File: config.mk
export PLATFORM = sky130hd
export DESIGN_NAME = alu_mul_seq
export DESIGN_NICKNAME = d
export VERILOG_FILES = /design/src/rtl/alu_mul_seq.sv
export SDC_FILE = /design/constraint.sdc
export NUM_CORES = 1
export LEC_CHECK = 0
export CORE_MARGIN = 1
export CORE_UTILIZATION = 42
export CTS_BUF_LIST = sky130_fd_sc_hd__clkbuf_8
export CTS_CLUSTER_SIZE = 10
export DETAILED_ROUTE_END_ITERATION = 6
export HOLD_SLACK_MARGIN = 0.02
export PLACE_DENSITY = 0.81
export SLEW_MARGIN = 15
export SYNTH_ARGS = -nofsm -noshare
export SYNTH_HDL_FRONTEND = slang
export SYNTH_SLANG_ARGS = --single-unit
File: constraint.sdc
create_clock -name clk -period 1.5 [get_ports clk]
set_clock_uncertainty 0.05 [all_clocks]
set_input_delay 0.3 -clock clk [delete_from_list [all_inputs] [get_ports clk]]
set_output_delay 0.3 -clock clk [all_outputs]
set_load 0.03 [all_outputs]
File: src/rtl/alu_mul_seq.sv
// Sequential shift-and-add multiplier (low word) that borrows the shared ALU adder.
// Optional early termination when no multiplier bits remain: define ALU_MUL_EARLY_TERM_EN.
module alu_mul_seq #(
  parameter int unsigned WIDTH    = 32,
  parameter logic [3:0]  ADD_CODE = 4'b0010,
  parameter int unsigned CNT_W    = 5
) (
  input  logic             clk,
  input  logic             reset,
  input  logic             start,
  input  logic [WIDTH-1:0] op_a,
  input  logic [WIDTH-1:0] op_b,
  output logic             busy,
  output logic             done,
  output logic [WIDTH-1:0] result,
  output logic             alu_own,
  output logic [WIDTH-1:0] alu_srcA,
  output logic [WIDTH-1:0] alu_srcB,
  output logic [3:0]       alu_ctrl,
  input  logic [WIDTH-1:0] alu_result
);

  typedef enum logic [1:0] {StIdle, StRun, StDone} state_e;

  localparam logic [CNT_W-1:0] LastCnt = CNT_W'(WIDTH - 1);

  state_e           state_q, state_d;
  logic [WIDTH-1:0] acc_q, acc_d;
  logic [WIDTH-1:0] mcand_q, mcand_d;
  logic [WIDTH-1:0] mplier_q, mplier_d;
  logic [WIDTH-1:0] result_q, result_d;
  logic [CNT_W-1:0] cnt_q, cnt_d;
  logic [WIDTH-1:0] acc_step;
  logic             last_iter;

  // Accumulator value after the current iteration; the ALU supplies acc + mcand.
  assign acc_step = mplier_q[0] ? alu_result : acc_q;

`ifdef ALU_MUL_EARLY_TERM_EN
  assign last_iter = (cnt_q == LastCnt) || (mplier_q[WIDTH-1:1] == '0);
`else
  assign last_iter = (cnt_q == LastCnt);
`endif

  always_comb begin
    state_d  = state_q;
    acc_d    = acc_q;
    mcand_d  = mcand_q;
    mplier_d = mplier_q;
    result_d = result_q;
    cnt_d    = cnt_q;
    busy     = 1'b0;
    done     = 1'b0;
    alu_own  = 1'b0;
    alu_srcA = '0;
    alu_srcB = '0;
    alu_ctrl = 4'b0000;
    unique case (state_q)
      StIdle: begin
        if (start) begin
          acc_d    = '0;
          mcand_d  = op_a;
          mplier_d = op_b;
          cnt_d    = '0;
          state_d  = StRun;
        end
      end
      StRun: begin
        busy     = 1'b1;
        alu_own  = 1'b1;
        alu_srcA = acc_q;
        alu_srcB = mcand_q;
        alu_ctrl = ADD_CODE;
        acc_d    = acc_step;
        mcand_d  = mcand_q << 1;
        mplier_d = mplier_q >> 1;
        cnt_d    = cnt_q + 1'b1;
        if (last_iter) begin
          result_d = acc_step;
          state_d  = StDone;
        end
      end
      StDone: begin
        busy    = 1'b1;
        done    = 1'b1;
        state_d = StIdle;
      end
      default: state_d = StIdle;
    endcase
  end

  always_ff @(posedge clk) begin
    if (reset) begin
      state_q  <= StIdle;
      acc_q    <= '0;
      mcand_q  <= '0;
      mplier_q <= '0;
      result_q <= '0;
      cnt_q    <= '0;
    end else begin
      state_q  <= state_d;
      acc_q    <= acc_d;
      mcand_q  <= mcand_d;
      mplier_q <= mplier_d;
      result_q <= result_d;
      cnt_q    <= cnt_d;
    end
  end

  assign result = result_q;

endmodule

==> results of run 1 <==
-- layout make-up --
cell class / instances / area share
Clock buffer: 20 / 0.0255
Clock inverter: 12 / 0.0123
Inverter: 4 / 0.00197
Multi-Input combinational cell: 422 / 0.367
Sequential cell: 135 / 0.251
Tap cell: 176 / 0.0204
Timing Repair Buffer: 290 / 0.322
-- kinds of logic after synthesis --
family | Yosys count
flops | 135
mux | 65
simple gates | 179
other cells | 1
buf+inv | 67
compound gates | 169
fa+ha+maj | 5
-- flip-flops by register name, indices dropped and copies added, names as in the netlist --
name      cells
mcand_q      32
mplier_q     32
cnt_q         5
result       32
state_q       2
acc_q        32
-- layer usage --
| metal | GRT usage | share of wire |
|---|---|---|
| met1 | 0.306 | 0.40 |
| met2 | 0.429 | 0.52 |
| met3 | 0.0627 | 0.057 |
| met4 | 0.0789 | 0.024 |
| met5 | 0 | 0 |
-- Yosys cell counts --
library cell | n | area share
dfxtp_1 | 135 | 0.46
nor2_1 | 96 | 0.061
a211oi_1 | 95 | 0.12
and2_1 | 65 | 0.069
mux2i_1 | 64 | 0.11
a21oi_1 | 36 | 0.031
a22o_1 | 32 | 0.048
buf_2 | 24 | 0.020
clkbuf_1 | 23 | 0.015
buf_6 | 6 | 0.012
buf_1 | 5 | 0.0032
ha_1 | 5 | 0.011
nand2_1 | 5 | 0.0032
buf_4 | 4 | 0.0051
nand3_1 | 4 | 0.0034
inv_1 | 3 | 0.0019
nand2b_1 | 3 | 0.0032
a31oi_1 | 2 | 0.0021
a32oi_1 | 2 | 0.0030
nand3b_1 | 2 | 0.0026
a211oi_2 | 1 | 0.0021
a21oi_2 | 1 | 0.0015
and3_1 | 1 | 0.0011
and4b_1 | 1 | 0.0017
clkbuf_4 | 1 | 0.0013
clkinv_1 | 1 | 0.00064
conb_1 | 1 | 0.00064
mux2_2 | 1 | 0.0019
nand4b_1 | 1 | 0.0015
or4_1 | 1 | 0.0013
-- final timing paths --
check | startpoint | end | slack [ns] | cells past startpoint
setup / recovery | state_q[1]$_SDFFE_PP0P_ | mplier_q[30]$_SDFFE_PP0P_ | -0.52 | 8
hold reg to reg | mcand_q[0]$_SDFFE_PP0P_ | mcand_q[0]$_SDFFE_PP0P_ | 0.42 | 2
setup reg to reg | state_q[1]$_SDFFE_PP0P_ | mplier_q[30]$_SDFFE_PP0P_ | -0.52 | 8
hold / removal | reset | mplier_q[0]$_SDFFE_PP0P_ | 0.22 | 2
-- power by group --
| part | internal [W] | switching, W |
|---|---|---|
| sequential | 0.00380 | 0.000229 |
| combinational | 0.00141 | 0.00134 |
| clock | 0.00174 | 0.00145 |
| total | 0.00696 | 0.00302 |
-- repair_timing --
item	CTS	global route
setup endpoints to repair	231	210
gates cloned	5	21
pin swaps	8	17
resized for setup	191	199
buffers inserted	14	12
-- stage by stage --
| step | TNS (ns) | util | instances | power, W |
|---|---|---|---|---|
| floorplan | -14.42 | - | 623 | 0.00517 |
| global placement | -25.97 | 0.634 | 978 | 0.00571 |
| detailed placement | -35.82 | 0.634 | 978 | 0.00577 |
| CTS | -65.67 | 0.711 | 1029 | 0.00917 |
| global route | -86.78 | 0.803 | 1059 | 0.0103 |
| finish | -75.87 | 0.803 | 1059 | 0.00998 |
==> flow_metrics.tcl, run 1 <==
set metrics [dict create \
    drive_above_1_share 0.524 \
    fillers 748 \
    routedWlPerCell_um 21.4 \
    final.period_utilization 1.35 \
    route.detailed.drc 0 \
    ys_seq_area_frac 0.461 \
    drt-total-wl_um 22600 \
    nets 974 \
    die_w_um 120 \
    setup_viol 206 \
    drt_iter0_markers 444 \
    io_buffers 198 \
    tightest_slew_ns 0.576 \
    hold_slack_ns 0.221 \
    ys_types 30 \
    synthMuxAreaShare 0.111 \
    path_cells "inv_2, ha_4, buf_4, buf_4, mux2_4, buf_8, buf_12, a211oi_2" \
    cts.sink_count 135 \
    avgSynthCellArea_um2 9.44 \
    cp_slowest_cell "dfxtp_2" \
    period_minus_slack_ns 2.02 \
    hold_buffers 0 \
    final_cell_mix "dfxtp_1 (130), clkdlybuf4s50_1 (97), a211oi_2 (83), buf_6 (76), and2_4 (66)" \
    synth_adder_area_share 0.0107 \
    antenna_found_initial 0 \
    antenna_cells 0 \
    p_leak_nw 4.13 \
    fp.dieArea_mm2 0.0144 \
    power.density_mw_per_mm2 923 \
    drtAntennaViolNets 0 \
    grt_max_degree 60 \
    syn_area_mm2 0.00586 \
    grt_use_total 0.251 \
    io_pins 202 \
    status "finished, violations left" \
    grt_pass1_wl_um 28600 \
    hold_path.class "in2reg" \
    drtPass1Iterations 5 \
    hpwl_um 11100 \
    dp_slack_ns -0.437 \
    ir_drop_mv 0.676 \
    clkTransAtPathRegs_ns 0.08 \
    hold_viol_final 0 \
    critPathMaxFanout 10 \
    slew_violations 0 \
    cp_num_buf_inv 5 \
    rsz0062_at_grt "yes" \
    clk_path_buf_depth 2 \
    fin_area_mm2 0.0108 \
    gr-total-overflow 0 \
    worstSetupPathType "reg2reg" \
    htree_levels 4 \
    crit_required_ns 1.79 \
    grt_pass1_vias 5725 \
    yosys.area_share.simple 0.149 \
    cp.arrival_ns 2.31 \
    start_kind "flop" \
    synth_compound_area_frac 0.209 \
    fp-row-count 42 \
    core_area_mm2 0.0135 \
    ys_ff_latch 135 \
    max_freq_mhz 495 \
    initial_core_util 0.436 \
    dpl_cell_area_mm2 0.00854 \
    vias 6030 \
    failed_checks "negative setup slack" \
    die_y_um 120 \
    seq_area_mm2 0.00271 \
    synthCells 621 \
    layout_setup_ws_ns -0.521 \
    gp_congestion 0.808 \
    multi_input_area_mm2 0.00397 \
    synth_xor_area_frac 0 \
    synth_warnings 0 \
    cts_made_buffers 17 \
    slew-limit-headroom 0.616 \
    area_delta_synth_final_pct 84.4 \
    via_per_inst 5.69 \
    critPathCaptureType "flop" \
    cts-root-buf "clkbuf_8" \
    max_stage_delay_ns 0.34 \
    cp_top_family "buffers and inverters" \
    cts_tree "done" \
    crit_top_cell "buf_4" \
    final_common_cell "dfxtp_1" \
    synth_top_family_by_area "compound AO/OA/AOI/OAI gates" \
    maxCapViolations 0 \
    clkLatencyLatePin_ns 0.45 \
]
No activity file was read; power rests on OpenSTA's default activity.
==> inputs of run 2 (changes only) <==
--- a/config.mk
+++ b/config.mk
@@ -8,6 +8,7 @@
 export CORE_MARGIN = 1
 export CORE_UTILIZATION = 42
 export CTS_BUF_LIST = sky130_fd_sc_hd__clkbuf_8
+export CTS_CLUSTER_DIAMETER = 60
 export CTS_CLUSTER_SIZE = 10
 export DETAILED_ROUTE_END_ITERATION = 6
 export HOLD_SLACK_MARGIN = 0.02
==> results of run 2 <==
No change in the layout: final DEF, timing and power equal those of run 1.
==> inputs of run 3 (changes only) <==
--- a/config.mk
+++ b/config.mk
@@ -12,6 +12,7 @@
 export CTS_CLUSTER_SIZE = 10
 export DETAILED_ROUTE_END_ITERATION = 6
 export HOLD_SLACK_MARGIN = 0.02
+export MAX_ROUTING_LAYER = met4
 export PLACE_DENSITY = 0.81
 export SLEW_MARGIN = 15
 export SYNTH_ARGS = -nofsm -noshare
==> constraint.sdc (replaced) <==
create_clock -name clk -period 1.5 [get_ports clk]
set_clock_uncertainty 0.05 [all_clocks]
set_input_delay 0.3 -clock clk [delete_from_list [all_inputs] [get_ports clk]]
set_output_delay 0.3 -clock clk [all_outputs]
set_load 0.1 [all_outputs]
==> flow_metrics.tcl, run 3 (synthesis results as in run 1) <==
set metrics [dict create \
    critPathCaptureType "flop" \
    start_kind "flop" \
    io_pins 202 \
    worst-r2r-cell-count 10 \
    critPathMaxFanout 7 \
    crit_top_cell "buf_6" \
    total_power_w 0.0115 \
    fp-row-count 42 \
    cts-root-buf "clkbuf_8" \
    dpl.cell_count 974 \
    clkLatencyLatePin_ns 0.48 \
    hold_viol_final 0 \
    grt_pass1_wl_um 40400 \
    final_common_cell "buf_12" \
    final_cell_mix "buf_12 (119), dfxtp_1 (117), clkdlybuf4s50_1 (97), a211oi_2 (91), nor2_4 (90)" \
    clk_path_buf_depth 2 \
    drt-total-wl_um 32500 \
    maxCapViolations 0 \
    nets 1009 \
    cp_num_buf_inv 6 \
    worstSetupPathType "reg2reg" \
    hold_depth 2 \
    internal_power_w 0.00760 \
    power_frac_clock 0.309 \
    failed_checks "negative setup slack" \
    gr-total-overflow 0 \
    finalNonFillerCells 1094 \
    core_area_mm2 0.0135 \
    slew-limit-headroom 0.280 \
    grt_max_degree 61 \
    seqPwrFrac 0.356 \
    hold_buffers 0 \
    cts_made_buffers 17 \
    drtPass1Iterations 5 \
    vias 6986 \
    crit_required_ns 1.78 \
    die_y_um 120 \
    max_freq_mhz 453 \
    slew_violations 0 \
    antenna_found_initial 0 \
    comb_power_share 0.335 \
    hold_path.class "in2reg" \
    tightest_slew_ns 1.08 \
    layout_setup_ws_ns -0.706 \
    fillers 312 \
    p_leak_nw 4.83 \
    final.period_utilization 1.47 \
    clkTransAtPathRegs_ns 0.09 \
    cp_slowest_cell "dfxtp_2" \
    die_w_um 120 \
    cp.arrival_ns 2.49 \
    route.detailed.drc 0 \
    drive_above_1_share 0.612 \
    via_per_inst 6.39 \
    cts_tree "done" \
    hpwl_um 12000 \
    p_sw_w 0.00385 \
    path_cells "inv_4, ha_4, buf_8, buf_6, buf_6, mux2_4, buf_12, buf_16, nor2_4, a211oi_2" \
    htree_levels 4 \
    cp_top_family "buffers and inverters" \
    grt_pass1_vias 6949 \
    netSwitchingFraction 0.336 \
    antenna_cells 0 \
    drtAntennaViolNets 0 \
    area_delta_synth_final_pct 117 \
    initial_core_util 0.436 \
    fp.dieArea_mm2 0.0144 \
    setup_viol 203 \
    cp.depth 10 \
    gp_congestion 0.836 \
    cts.sink_count 135 \
    rsz0062_at_grt "yes" \
    grt_use_total 0.384 \
    period_minus_slack_ns 2.21 \
    power.density_mw_per_mm2 902 \
    routedWlPerCell_um 29.7 \
    ir_drop_mv 1.06 \
    drt_iter0_markers 551 \
    io_buffers 198 \
    status "finished, violations left" \
    max_stage_delay_ns 0.40 \
]
[run 3: cell types whose count changed in the layout (fill, tap and decap cells not counted), sizes merged, moves of 3 or more]
| cell | previous run | this run |
|---|---|---|
| clkdlybuf4s15 | 31 | 0 |
| buf | 147 | 222 |
| clkinv | 7 | 1 |
| inv | 5 | 8 |
| clkbuf | 34 | 28 |
[run 3: metrics by stage]
stage                     cell area (um2)  hold slack (ns)  worst slack [ns]  TNS [ns]   util
after floorplan                      6330            0.382            -0.367    -46.12      -
after global placement               9400            0.390            -0.262    -30.67  0.699
after detailed placement             9400            0.403            -0.363    -39.98  0.699
after CTS                           12000           0.0323            -0.574    -98.42  0.892
after global routing                12700           0.0986            -0.720   -122.04  0.944
final                               12700            0.110            -0.706   -118.86  0.944
[run 3: power groups by stage]
stage               clock, W  combinational (W)  sequential (W)
floorplan                  0            0.00149         0.00397
global placement           0            0.00211         0.00399
detailed placement         0            0.00217         0.00400
CTS                  0.00338            0.00326         0.00400
global route         0.00369            0.00390         0.00409
finish               0.00354            0.00383         0.00408
[run 3: path summary, 6_finish.rpt]
kind / from / end / slack [ns]
max: state_q[1]$_SDFFE_PP0P_ / mplier_q[29]$_SDFFE_PP0P_ / -0.71
min: reset / mcand_q[0]$_SDFFE_PP0P_ / 0.11
max reg2reg: state_q[1]$_SDFFE_PP0P_ / mplier_q[29]$_SDFFE_PP0P_ / -0.71
min reg2reg: acc_q[0]$_SDFFE_PP0P_ / acc_q[0]$_SDFFE_PP0P_ / 0.46
[run 3: repair_timing]
action,4_1_cts,5_1_grt
setup endpoints to repair,199,216
pin swaps,47,31
buffers inserted,39,20
gates resized for setup,272,120
gates cloned,30,9
[run 3: layout make-up]
cell class	count	area, um2	area share
Timing Repair Buffer	326	4940	0.389
Sequential cell	135	2730	0.215
Multi-Input combinational cell	421	4340	0.342
Tap cell	176	220	0.0173
Clock buffer	21	289	0.0228
Inverter	4	25.0	0.00197
Clock inverter	11	155	0.0122
[run 3: per-layer routing]
layer | global-route usage | share of wire
met5 | - | 0
met1 | 0.407 | 0.34
met2 | 0.655 | 0.49
met4 | 0.227 | 0.081
met3 | 0.0856 | 0.084
[run 3: worst reg2reg max path, stage by stage (launching register included)]
cell,delay (ns)
dfxtp_2,0.40
inv_4,0.07
ha_4,0.19
buf_8,0.14
buf_6,0.12
buf_6,0.11
mux2_4,0.38
buf_12,0.19
buf_16,0.15
nor2_4,0.17
a211oi_2,0.09
